--- src/rtl/parking_lot_if.sv ---
// parking_lot_if: board-level buttons, sensors and display/indicator outputs of the parking-lot controller.
`timescale 1ns/1ps
interface parking_lot_if;
    logic        pow;
    logic        pay;
    logic [7:0]  swt;
    logic        buz;
    logic [7:0]  row;
    logic [7:0]  col_r;
    logic [7:0]  col_g;
    logic [7:0]  dis;
    logic [7:0]  seg;
    logic [15:0] led;
    modport master (output pow, pay, swt, input buz, row, col_r, col_g, dis, seg, led);
    modport slave (input pow, pay, swt, output buz, row, col_r, col_g, dis, seg, led);
endinterface

--- src/rtl/parking_lot.sv ---
// parking_lot: 8-space parking controller with fee timers, payment alarm, dot matrix and 7-seg scan.
// Optional buzzer beeping while payment is pending is enabled by defining PARKING_BUZZER_EN.
`timescale 1ns/1ps
module parking_lot #(
    parameter int TICK_DIV = 100_000_000,
    parameter int SCAN_DIV = 10_000
) (
    input logic clk,
    input logic rst,
    parking_lot_if.slave bus
);
    localparam int TW = $clog2(TICK_DIV);
    localparam int SW = $clog2(SCAN_DIV);
    localparam logic [TW-1:0] TICK_MAX = TW'(TICK_DIV - 1);
    localparam logic [SW-1:0] SCAN_MAX = SW'(SCAN_DIV - 1);
    localparam logic [6:0] SEG [16] = '{7'h3F, 7'h06, 7'h5B, 7'h4F, 7'h66, 7'h6D, 7'h7D, 7'h07,
                                        7'h7F, 7'h6F, 7'h00, 7'h00, 7'h00, 7'h00, 7'h00, 7'h00};
    typedef enum logic {OFF, ON} state_t;
    state_t state, state_nx;
    logic [7:0] swt_s1, swt_s2, swt_d, dep, arr;
    logic [1:0] pow_s, pay_s;
    logic pow_d, pay_d, pow_e, pay_e, clr, tick, on;
    logic [TW-1:0] tick_cnt;
    logic [SW-1:0] scan_cnt;
    logic [2:0] idx;
    logic [7:0][7:0] timer;
    logic [9:0] due, due_nx;
    logic [11:0] fees, sum;
    logic pending;
    logic [3:0] digit;
    always_ff @(posedge clk or negedge rst)
        if (!rst) begin
            swt_s1 <= '0;
            swt_s2 <= '0;
            swt_d  <= '0;
            pow_s  <= '0;
            pow_d  <= 1'b0;
            pay_s  <= '0;
            pay_d  <= 1'b0;
        end else begin
            swt_s1 <= bus.swt;
            swt_s2 <= swt_s1;
            swt_d  <= swt_s2;
            pow_s  <= {pow_s[0], bus.pow};
            pow_d  <= pow_s[1];
            pay_s  <= {pay_s[0], bus.pay};
            pay_d  <= pay_s[1];
        end
    assign pow_e = pow_s[1] & ~pow_d;
    assign pay_e = pay_s[1] & ~pay_d;
    assign tick  = tick_cnt == TICK_MAX;
    always_ff @(posedge clk or negedge rst)
        if (!rst) begin
            tick_cnt <= '0;
            scan_cnt <= '0;
            idx      <= '0;
        end else begin
            tick_cnt <= tick ? '0 : tick_cnt + 1'b1;
            scan_cnt <= scan_cnt == SCAN_MAX ? '0 : scan_cnt + 1'b1;
            idx      <= scan_cnt == SCAN_MAX ? idx + 1'b1 : idx;
        end
    always_ff @(posedge clk or negedge rst)
        if (!rst) state <= OFF;
        else state <= state_nx;
    always_comb state_nx = pow_e ? (state == ON ? OFF : ON) : state;
    // Power off (or the cycle that turns it off) wipes all billing state.
    assign clr = (state == OFF) | pow_e;
    assign dep = swt_d & ~swt_s2;
    assign arr = ~swt_d & swt_s2;
    always_comb begin
        fees = '0;
        for (int i = 0; i < 8; i++) fees += dep[i] ? 12'(timer[i]) : 12'd0;
    end
    // A pay edge in the same cycle as a departure zeroes the old due before adding new fees.
    assign sum    = ((pay_e & pending) ? 12'd0 : 12'(due)) + fees;
    assign due_nx = sum > 12'd999 ? 10'd999 : sum[9:0];
    always_ff @(posedge clk or negedge rst)
        if (!rst) begin
            timer   <= '0;
            due     <= '0;
            pending <= 1'b0;
        end else begin
            for (int i = 0; i < 8; i++)
                timer[i] <= (clr | dep[i] | arr[i]) ? 8'd0 :
                            (tick & swt_s2[i] & (timer[i] != 8'hFF)) ? timer[i] + 1'b1 : timer[i];
            due     <= clr ? 10'd0 : due_nx;
            pending <= clr ? 1'b0 : (|dep | (pending & ~pay_e));
        end
    always_ff @(posedge clk or negedge rst)
        if (!rst) bus.led <= '0;
        else bus.led <= state == ON ? {1'b1, &swt_s2, pending, 5'b0, swt_s2} : 16'h0;
`ifdef PARKING_BUZZER_EN
    logic beep;
    always_ff @(posedge clk or negedge rst)
        if (!rst) beep <= 1'b0;
        else beep <= (clr | (|dep & ~pending)) ? 1'b0 : beep ^ tick;
    assign bus.buz = on & pending & beep;
`else
    assign bus.buz = 1'b0;
`endif
    always_comb begin
        on    = state == ON;
        digit = idx == 3'd7 ? 4'(4'd8 - 4'($countones(swt_s2))) :
                idx == 3'd2 ? 4'(due / 10'd100) :
                idx == 3'd1 ? 4'((due / 10'd10) % 10'd10) : 4'(due % 10'd10);
        bus.row   = on ? 8'd1 << idx : 8'h00;
        bus.col_r = (on & ~swt_s2[idx]) ? 8'hFF : on ? 8'h00 : 8'hFF;
        bus.col_g = (on & ~swt_s2[idx]) ? 8'h00 : 8'hFF;
        bus.dis   = on ? ~(8'd1 << idx) : 8'hFF;
        bus.seg   = (on & (idx < 3'd3 | idx == 3'd7)) ? {1'b1, ~SEG[digit]} : 8'hFF;
    end
endmodule

--- src/flat_wrapper.sv ---
// flat-port wrapper written by rule: the top's interface ports become plain ports
module parking_lot_flat 
#(
    parameter int TICK_DIV = 100_000_000,
    parameter int SCAN_DIV = 10_000
)
  (clk, rst, bus_pow, bus_pay, bus_swt, bus_buz, bus_row, bus_col_r, bus_col_g, bus_dis, bus_seg, bus_led);
  parking_lot_if bus_i ();
  input logic clk;
  input logic rst;
  input wire logic [$bits(bus_i.pow)-1:0] bus_pow;
  input wire logic [$bits(bus_i.pay)-1:0] bus_pay;
  input wire logic [$bits(bus_i.swt)-1:0] bus_swt;
  output wire logic [$bits(bus_i.buz)-1:0] bus_buz;
  output wire logic [$bits(bus_i.row)-1:0] bus_row;
  output wire logic [$bits(bus_i.col_r)-1:0] bus_col_r;
  output wire logic [$bits(bus_i.col_g)-1:0] bus_col_g;
  output wire logic [$bits(bus_i.dis)-1:0] bus_dis;
  output wire logic [$bits(bus_i.seg)-1:0] bus_seg;
  output wire logic [$bits(bus_i.led)-1:0] bus_led;
  assign bus_i.pow = bus_pow;
  assign bus_i.pay = bus_pay;
  assign bus_i.swt = bus_swt;
  assign bus_buz = bus_i.buz;
  assign bus_row = bus_i.row;
  assign bus_col_r = bus_i.col_r;
  assign bus_col_g = bus_i.col_g;
  assign bus_dis = bus_i.dis;
  assign bus_seg = bus_i.seg;
  assign bus_led = bus_i.led;
  parking_lot #(.TICK_DIV(TICK_DIV), .SCAN_DIV(SCAN_DIV)) u_core (.clk(clk), .rst(rst), .bus(bus_i));
endmodule
--- config.mk ---
export PLATFORM = sky130hd
export DESIGN_NAME = parking_lot_flat
export DESIGN_NICKNAME = d
export VERILOG_FILES = /design/src/rtl/parking_lot_if.sv /design/src/rtl/parking_lot.sv /design/src/flat_wrapper.sv
export SDC_FILE = /design/constraint.sdc
export NUM_CORES = 1
export LEC_CHECK = 0
export BUFFER_PORTS_ARGS = -buffer_cell sky130_fd_sc_hd__buf_4
export CAP_MARGIN = 30
export CORE_UTILIZATION = 45
export DETAILED_ROUTE_END_ITERATION = 10
export MAX_ROUTING_LAYER = met4
export PLACE_DENSITY_LB_ADDON = 0.3
export REMOVE_ABC_BUFFERS = 1
export SYNTH_ARGS = -nofsm -noshare
export SYNTH_HDL_FRONTEND = slang
export SYNTH_SLANG_ARGS = --single-unit
--- constraint.sdc ---
create_clock -name clk -period 9.95 [get_ports clk]
set_clock_uncertainty 0.15 [all_clocks]
set_input_delay 0 -clock clk [delete_from_list [all_inputs] [get_ports clk]]
set_output_delay 0 -clock clk [all_outputs]
set_load 0.005 [all_outputs]
==> flow_summary.ini <==
[place]
place.gp.congestion = 0.927
dp_cells = 1660
dp_hpwl_mm = 20.1
io_buffers = 61

[logic_synthesis]
yosysUniqueCellTypes = 104
synth-main-ff-cell = dfrtp_1
yosys_warnings = 0
synth_area_per_cell_um2 = 9.07
synth_edf_count = 0
netlist_instances = 1313
async_flop_share_pct = 100
ys_seq_elements = 161
syn_area_um2 = 11900
seq_area_frac_synth_pct = 33.8

[die]
io_pins = 69
core_area_um2 = 26000
fp.dieH_um = 165
die_w_um = 165
die_area_um2 = 27100
rows = 59
initial_core_util_pct = 45.9

[clock_tree]
cts_sinks = 161
clockRootBuffer = clkbuf_16
hold_buffers = 11
clock_latency_ps = 440
cts_resized = 0
postCtsSetupRepairBufs = 0
htreeDepth = 4
clk_pin_slew_worst_paths_ps = 70
cts_tree = built
numCtsBuffers = 17
clockBufferDepth = 2

[job]
drv_cap = 0

[status]
status = finished, final reports clean

[critical_path]
cpPeakStageDelay_ps = 820
critPathArrivalTime_ps = 7210
start_kind = flop
worst_path_max_delay_cell = dfrtp_1
end_kind = output port
path_max_fanout = 27
critical_path.most_common_cell = a221o_1
path_class = reg -> out
cp_cell_sequence = buf_4 -> nor4bb_2 -> nor2_1 -> nor4b_1 -> a221o_1 -> nor3_1 -> nor2_1 -> o21ai_0 -> ha_1 -> nand3b_1 -> o32ai_1 -> or4b_4 -> a221o_1 -> a221o_1 -> a311oi_1 -> a21o_2 -> ha_1 -> a21boi_0 -> o21ba_2 -> a22oi_1 -> buf_4
critPathRequiredTime_ps = 9800

[detailed_routing]
firstDrtPassIters = 5
via_per_inst = 5.60
post-route-drc-count = 0
wl_mm = 27.3
final_antenna_net_count = 0
drtIter0Drc = 923
wl_per_cell_um = 16.0
vias = 9537

[global_routing]
grt_max_degree = 97
grt_pass1_wl_mm = 45.5
grt-ovfl-total = 0
gr-usage-all-layers_pct = 21.9
grt_pass1_vias = 8972
antenna_found_initial = 0

[finish]
utilization_pct = 51.0
drive_above_1_share_pct = 11.0
area_delta_synth_final_pct = 11.2
mostFrequentLayoutCells = dfrtp_1, nand2_1, nor2_1
final_nets = 1472
layout.cells.non_filler = 1702
layout_commonest_cell = dfrtp_1
fill_cells = 2429
antennaDiodeCount = 0

[pwr]
internal_power_uw = 1100
power_uw = 1470
p_leak_uw = 0.00588
ir_drop_mv = 0.136
switching_share_pct = 25.0
p_sw_uw = 367
p_per_area_nw_per_um2 = 111
power_frac_seq_pct = 46.5
clock_power_share_pct = 45.9
p_comb_share_pct = 7.6

[timing]
finalHoldViolCount = 0
min_period_over_period_pct = 73.9
min_period_ps = 7360
rsz0062_at_grt = no
clock.fmax_ghz = 0.136
worst_slew_pin_slew_ps = 848
tns_ps = 0
drv_slew = 0
setup_viol = 0
relSlewSlack_pct = 43.5

[min_path]
hold_path_class = in -> reg
-- per-stage QoR --
stage | setup slack, ps | hold slack [ps] | instance area (um^2)
global placement | 3470 | -40.3 | 12500
detailed placement | 3210 | -39.5 | 12500
global route | 2140 | 46.8 | 13200
CTS | 2680 | 40.8 | 13200
finish | 2590 | 55.9 | 13200
floorplan | 4010 | -446 | 11600
-- power groups by stage --
| stage | Combinational, uW | Sequential [uW] | Clock [uW] |
|---|---|---|---|
| after floorplan | 45.7 | 688 | 0 |
| after detailed placement | 109 | 694 | 0 |
| after CTS | 114 | 682 | 691 |
| after global placement | 110 | 694 | 0 |
| after global routing | 129 | 684 | 713 |
| final | 112 | 682 | 673 |
-- layer usage --
metal / GRT usage, % / part of all wire [%] / vias up
li1: - / - / 4594
met1: 30.0 / 47 / 4645
met2: 33.8 / 47 / 269
met3: 2.94 / 4.1 / 29
met4: 6.26 / 1.5 / 0
met5: - / 0 / -
-- cells in the mapped netlist (5+ instances only) --
cell	count	area, um^2
dfrtp_1	161	4030
o21bai_1	5	37.5
a21oi_1	59	295
fa_1	58	1160
clkbuf_1	20	75.1
xnor2_1	49	429
nor2_1	127	477
or3_1	26	163
nand3_1	41	205
nand4_1	20	125
a22oi_1	5	37.5
a2111oi_0	5	43.8
nand3b_1	6	45.0
mux2i_1	11	110
nor4_1	6	37.5
nand2b_1	13	81.3
nand2_1	158	593
ha_1	47	588
buf_2	14	70.1
a221o_1	5	50.1
nor3_1	22	110
o22ai_1	10	62.6
a21o_1	5	37.5
a31oi_1	8	50.1
xor2_1	46	403
nor2b_1	21	131
nor4b_1	5	43.8
buf_4	27	203
and2_1	34	213
o32ai_1	5	43.8
inv_1	87	327
o21ai_0	47	235
and3_1	24	150
o21a_1	5	37.5
-- path summary, 6_finish.rpt --
check / slack, ps / startpoint / to / cells after the start
worst max-delay path: 2590 / u_core.due[8] / bus_seg[5] / 21
worst min-delay path: 60 / bus_swt[6] / u_core.swt_s1[6] / 2
worst max register to register: 3890 / u_core.swt_s2[7] / u_core.due[4] / 22
worst min register to register: 200 / u_core.swt_s1[6] / u_core.swt_s2[6] / 0
max in group asynchronous: 8200 / rst / u_core.swt_s1[4] / 3
min in group asynchronous: 80 / rst / u_core.tick_cnt[15] / 2
-- layout make-up --
class                   instances  area (um^2)  area share, %
clock buffers                  18          439           3.31
clock inverters                13          165           1.25
inverters                      89          334           2.52
multi-input cells            1002         7200           54.3
flip-flops and latches        161         4030           30.4
well taps                     335          419           3.16
repair buffers                 84          666           5.02
-- flip-flops by register name, summed over array words and instances (netlist names) --
| signal | flops |
|---|---|
| u_core.on | 1 |
| u_core.scan_cnt | 14 |
| u_core.bus.led | 11 |
| u_core.swt_d | 8 |
| u_core.pay_s | 2 |
| u_core.pow_s | 2 |
| u_core.pending | 1 |
| u_core.pay_d | 1 |
| u_core.tick_cnt | 27 |
| u_core.due | 10 |
| u_core.swt_s1 | 8 |
| u_core.pow_d | 1 |
| u_core.idx | 3 |
| u_core.swt_s2 | 8 |
| u_core.timer | 64 |
-- logic make-up after synthesis --
family | synth area share (%)
other | 0.0630
multiplexers | 1.68
flip-flops | 33.8
XOR/XNOR | 6.98
AND/OR/NAND/NOR | 22.8
adder cells (fa/ha/maj) | 14.9
buffers and inverters | 5.94
AO/OA/AOI/OAI | 13.8
-- worst max-delay path: cells and delay by family, from the launching register on --
family                   cells  cell delay, ps
buffers and inverters        2             540
AO/OA/AOI/OAI               10            2840
flip-flops                   1             820
AND/OR/NAND/NOR              7            2100
adder cells (fa/ha/maj)      2             440
(Power assumes the default switching activity.)
